`config.mk`:
```
export PLATFORM = sky130hd
export DESIGN_NAME = pair_line_tx
export DESIGN_NICKNAME = d
export VERILOG_FILES = /design/src/rtl/pair_line_pkg.sv /design/src/rtl/pair_line_bit_timer.sv /design/src/rtl/pair_line_tx.sv
export SDC_FILE = /design/constraint.sdc
export NUM_CORES = 1
export LEC_CHECK = 0
export CORE_MARGIN = 5
export CORE_UTILIZATION = 50
export CTS_CLUSTER_DIAMETER = 30
export DETAILED_ROUTE_END_ITERATION = 8
export GPL_ROUTABILITY_DRIVEN = 0
export PLACE_DENSITY_LB_ADDON = 0.25
export SETUP_SLACK_MARGIN = 0.3
export SKIP_LAST_GASP = 1
export SLEW_MARGIN = 20
export SYNTH_ARGS = -nofsm -noshare
export SYNTH_HDL_FRONTEND = slang
export SYNTH_HIERARCHICAL = 1
export SYNTH_SLANG_ARGS = --single-unit
```
`constraint.sdc`:
```
create_clock -name clk -period 3.3 [get_ports clk]
set_clock_uncertainty 0.15 [all_clocks]
set_input_delay 0.66 -clock clk [delete_from_list [all_inputs] [get_ports clk]]
set_output_delay 0.66 -clock clk [all_outputs]
set_load 0.1 [all_outputs]
```
`src/rtl/pair_line_pkg.sv`:
```
// Shared types and line encoding for the pair-line transmitter.
package pair_line_pkg;

    typedef enum logic [2:0] {
        IDLE,
        START,
        DATA,
        PARITY,
        STOP
    } state_t;

    localparam logic [1:0] ENC1_P0 = 2'b00;
    localparam logic [1:0] ENC1_P1 = 2'b11;
    localparam logic [1:0] ENC0_P0 = 2'b10;
    localparam logic [1:0] ENC0_P1 = 2'b01;

    // {a,b} for line bit d at phase p; receiver reads y = d one cycle later.
    function automatic logic [1:0] encode(input logic d, input logic p);
        if (d) return p ? ENC1_P1 : ENC1_P0;
        else   return p ? ENC0_P1 : ENC0_P0;
    endfunction

endpackage

```
`src/rtl/pair_line_bit_timer.sv`:
```
// Bit-period counter: counts 0..BIT_CYCLES-1 while enabled, ticks on terminal count.
module pair_line_bit_timer
    import pair_line_pkg::*;
#(
    parameter int unsigned BIT_CYCLES = 1
) (
    input  logic clk,
    input  logic rst_n,
    input  logic clear,
    input  logic en,
    output logic tick
);

    localparam int unsigned CW = (BIT_CYCLES > 1) ? $clog2(BIT_CYCLES) : 1;
    localparam logic [CW-1:0] LAST = CW'(BIT_CYCLES - 1);

    logic [CW-1:0] cnt;

    assign tick = en && (cnt == LAST);

    always_ff @(posedge clk or negedge rst_n) begin
        if (!rst_n) begin
            cnt <= '0;
        end else if (clear || tick) begin
            cnt <= '0;
        end else if (en) begin
            cnt <= cnt + 1'b1;
        end
    end

endmodule

```
`src/rtl/pair_line_tx.sv`:
```
// Pair-line serial transmitter: start, DATA_W bits LSB-first, optional even parity, stop.
module pair_line_tx
    import pair_line_pkg::*;
#(
    parameter int unsigned DATA_W     = 8,
    parameter int unsigned BIT_CYCLES = 1,
    parameter int unsigned PARITY_EN  = 0
) (
    input  logic              clk,
    input  logic              rst_n,
    input  logic [DATA_W-1:0] in_data,
    input  logic              in_valid,
    output logic              in_ready,
    output logic              a,
    output logic              b,
    output logic              busy,
    output logic              frame_done
);

    localparam int unsigned IW = (DATA_W > 1) ? $clog2(DATA_W) : 1;
    localparam logic [IW-1:0] LAST_IDX = IW'(DATA_W - 1);

    state_t            state, state_n;
    logic [DATA_W-1:0] shreg, shreg_n;
    logic              par, par_n;
    logic [IW-1:0]     idx, idx_n;
    logic              phase, phase_n;
    logic              line_bit_n;
    logic [1:0]        ab_n;
    logic              tick;
    logic              accept;

    assign busy       = (state != IDLE);
    assign frame_done = (state == STOP) && tick;
    assign in_ready   = (state == IDLE) || frame_done;
    assign accept     = in_valid && in_ready;

    pair_line_bit_timer #(
        .BIT_CYCLES(BIT_CYCLES)
    ) u_timer (
        .clk   (clk),
        .rst_n (rst_n),
        .clear (accept),
        .en    (busy),
        .tick  (tick)
    );

    always_comb begin
        state_n = state;
        shreg_n = shreg;
        par_n   = par;
        idx_n   = idx;
        phase_n = busy ? ~phase : phase;

        case (state)
            IDLE: begin
                if (accept) begin
                    state_n = START;
                    shreg_n = in_data;
                    par_n   = ^in_data;
                    idx_n   = '0;
                    phase_n = 1'b0;
                end
            end
            START: begin
                if (tick) begin
                    state_n = DATA;
                    idx_n   = '0;
                end
            end
            DATA: begin
                if (tick) begin
                    shreg_n = shreg >> 1;
                    if (idx == LAST_IDX) begin
                        idx_n   = '0;
                        state_n = (PARITY_EN != 0) ? PARITY : STOP;
                    end else begin
                        idx_n = idx + 1'b1;
                    end
                end
            end
            PARITY: begin
                if (tick) state_n = STOP;
            end
            STOP: begin
                if (tick) begin
                    if (accept) begin
                        state_n = START;
                        shreg_n = in_data;
                        par_n   = ^in_data;
                        idx_n   = '0;
                        phase_n = 1'b0;
                    end else begin
                        state_n = IDLE;
                    end
                end
            end
            default: state_n = IDLE;
        endcase

        // a/b are registered, so they are built from the next-cycle state and phase.
        case (state_n)
            START:   line_bit_n = 1'b0;
            DATA:    line_bit_n = shreg_n[0];
            PARITY:  line_bit_n = par_n;
            default: line_bit_n = 1'b1;
        endcase
        ab_n = (state_n == IDLE) ? 2'b00 : encode(line_bit_n, phase_n);
    end

    always_ff @(posedge clk or negedge rst_n) begin
        if (!rst_n) begin
            state <= IDLE;
            shreg <= '0;
            par   <= 1'b0;
            idx   <= '0;
            phase <= 1'b0;
            a     <= 1'b0;
            b     <= 1'b0;
        end else begin
            state <= state_n;
            shreg <= shreg_n;
            par   <= par_n;
            idx   <= idx_n;
            phase <= phase_n;
            {a, b} <= ab_n;
        end
    end

endmodule
```
==> impl_metrics.yaml <==
global_route:
  grt_max_degree: 20
  grt_pass1_vias: 812
  antenna_found_initial: 0
  track_usage: 0.150
  grt_pass1_wl_mm: 3.71
  grt-ovfl-total: 0
synthesis:
  synthAdderAreaFrac: 0.0233
  syn_area_um2: 1070
  synth.area.top_cells: "dfrtp_1 (44%), xnor2_1 (5.7%), a222oi_1 (5.6%)"
  synthFlopType: "dfrtp_1"
  ys_seq_elements: 19
  synth_xor_area_frac: 0.0572
  synth.mux.area_fraction: 0.0478
  synth_seq_area_share: 0.443
  yosys.area.top_type: "dfrtp_1"
  yosysUniqueCellTypes: 35
  avgSynthCellArea_um2: 9.93
  synth_cells: 108
  synth_top_family_by_area: "compound AO/OA/AOI/OAI gates"
  synth.top_cell.area_share: 0.443
  synthSimpleGateAreaFrac: 0.172
  async_flop_share: 1.00
  synth_compound_area_frac: 0.187
  synth_nets: 121
  synth_warnings: 6
  synth_edf_count: 0
timing:
  rsz0062_at_grt: "false"
  min_period_ps: 2910
  max_slew_margin: 0.445
  maxSlewViolCount: 0
  hold_viol_final: 0
  tns_ps: 0
  fin_crit_sh: 0.881
  setup_viol: 0
  fmax_ghz: 0.344
  worst_pin_slew_ps: 830
layout:
  diodes: 0
  fin_util: 0.638
  syn2layout_area_growth_pct: 19.0
  drive_gt1_frac: 0.195
  final_cell_mix: "dfrtp_1 (16), inv_1 (11), clkdlybuf4s50_1 (10)"
  nets: 137
  final_common_cell: "dfrtp_1"
  fillCellCount: 173
clock_tree:
  cts_htree_levels: 1
  clockRootBuffer: "clkbuf_4"
  postCtsSetupBuffers: 0
  path_clk_slew_ps: 110
  tritoncts: "built"
  numClockSinks: 19
  clockBufferDepth: 2
  ctsHoldBuffers: 0
  cts_buffers: 3
  clkLatencyLatePin_ps: 310
critical_path:
  critPathMaxFanout: 11
  critPathKind: "register to output pin"
  cp_slowest_stage_delay_ps: 540
  slowest_stage: "or3_2"
  crit_path_cell_trace: "or3_2 > and2b_2 > nor2b_4 > nor2_4 > buf_12"
  crit_start: "state[1]"
  endpoint_kind: "output pin"
  cp.buffers_inverters: 1
  r2r_cells: 7
  cp.arrival_ps: 2100
  rr_startpoint: "state[1]"
  rr_endpoint: "idx[0]"
  required_ps: 2490
  reg2reg_slack_ps: 730
  path_delay_family: "simple AND/OR/NAND/NOR gates"
  setup.worst_path.start_class: "register"
hold_path:
  worst_hold_path.endpoint: "shreg[6]"
  hp-class: "register to register"
  hold_depth: 2
  worstHoldStart: "shreg[6]"
status:
  status: "completed"
drt:
  wl_mm: 2.23
  drtPass1Iterations: 4
  ant_nets: 0
  remaining_drc_errors: 0
  route.vias.total: 866
  wl_per_cell_um: 14.8
  viasPerCell: 5.77
  drt_iter0_markers: 49
pwr:
  vdd_drop_max_mv: 0.797
  p_leak_nw: 0.592
  p_per_area_nw_per_um2: 1120
floorplan:
  die_w_um: 56.3
  io-pin-count: 16
  die_area_um2: 3170
  start_util: 0.536
  core_um2: 2000
  rows: 16
  die_height_um: 56.3
placed_design:
  dp_hpwl_mm: 1.58
  place.port_buffers: 15
flow_run:
  drv_cap: 0
==> worst reg2reg max path, stage by stage, from the launching register on <==
cell and delay (ps):
dfrtp_2 480, or3_2 540, and2b_2 300, nor2b_4 230, nor3_1 90, a21oi_1 170, o22ai_1 190, mux2_2 310
==> final cells by class <==
class / instances / area (um2) / share of cell area
multi-input combinational: 73 / 537 / 0.421
sequential: 19 / 479 / 0.375
timing repair buffer: 16 / 158 / 0.124
inverter: 11 / 41.3 / 0.0324
tap: 27 / 33.8 / 0.0265
clock buffer: 3 / 22.5 / 0.0176
clock inverter: 1 / 5.00 / 0.00392
==> cell families (layout without fill, tap and decap cells) <==
kind of cell    Yosys count  after routing
compound gates           27             27
flops                    19             19
mux                       5              5
xor+xnor                  7              7
fa+ha+maj                 2              2
simple gates             32             32
buf+inv                  16             31
==> synth_stat cells, types with 3 or more instances <==
| cell type | n |
|---|---|
| a222oi_1 | 6 |
| nand2_1 | 7 |
| inv_1 | 11 |
| a21oi_1 | 8 |
| xnor2_1 | 7 |
| nor2_1 | 6 |
| buf_2 | 3 |
| o21ai_0 | 3 |
| dfrtp_1 | 19 |
| mux2i_1 | 4 |
| nand2b_1 | 3 |
==> worst max-delay path by stage <==
stage | endpoint | slack (ps) | cells past startpoint
6_report | in_ready | 390 | 5
5_1_grt | in_ready | 300 | 5
3_5_place_dp | in_ready | 620 | 5
2_1_floorplan | in_ready | 310 | 6
3_3_place_gp | in_ready | 660 | 5
4_1_cts | in_ready | 370 | 5
==> metrics by stage <==
step | total power [mW] | area [um2] | hold slack (ps) | std cells | worst slack [ps]
2_1_floorplan | 1.12 | 1080 | 214 | 108 | 308
3_3_place_gp | 1.27 | 1240 | 332 | 146 | 659
3_5_place_dp | 1.29 | 1240 | 335 | 146 | 620
4_1_cts | 1.42 | 1270 | 361 | 150 | 366
5_1_grt | 1.52 | 1280 | 392 | 150 | 301
6_report | 1.43 | 1280 | 356 | 150 | 393
==> per-layer routing <==
metal	GRT usage	wire length, um	vias to the layer above
met5	0	0	-
met3	0.0390	123	6
met1	0.187	959	415
met4	0.0610	61	0
met2	0.245	1080	33
li1	-	-	412
==> power breakdown <==
part | internal, mW | switching, mW
Clock | 0.0453 | 0.0755
Combinational | 0.324 | 0.558
Sequential | 0.337 | 0.0875
Total | 0.706 | 0.721
==> registers in the layout (all words and copies together) (netlist names) <==
name         count
par              1
u_timer/cnt      1
a                1
phase            1
idx              3
b                1
shreg            8
state            3
==> repair_timing <==
item / CTS / global route
setup endpoints to repair: 1 / 1
resized for setup: 1 / 3
cloned: 0 / 0
pin swaps: 0 / 0
No activity file was read; power rests on OpenSTA's default activity.
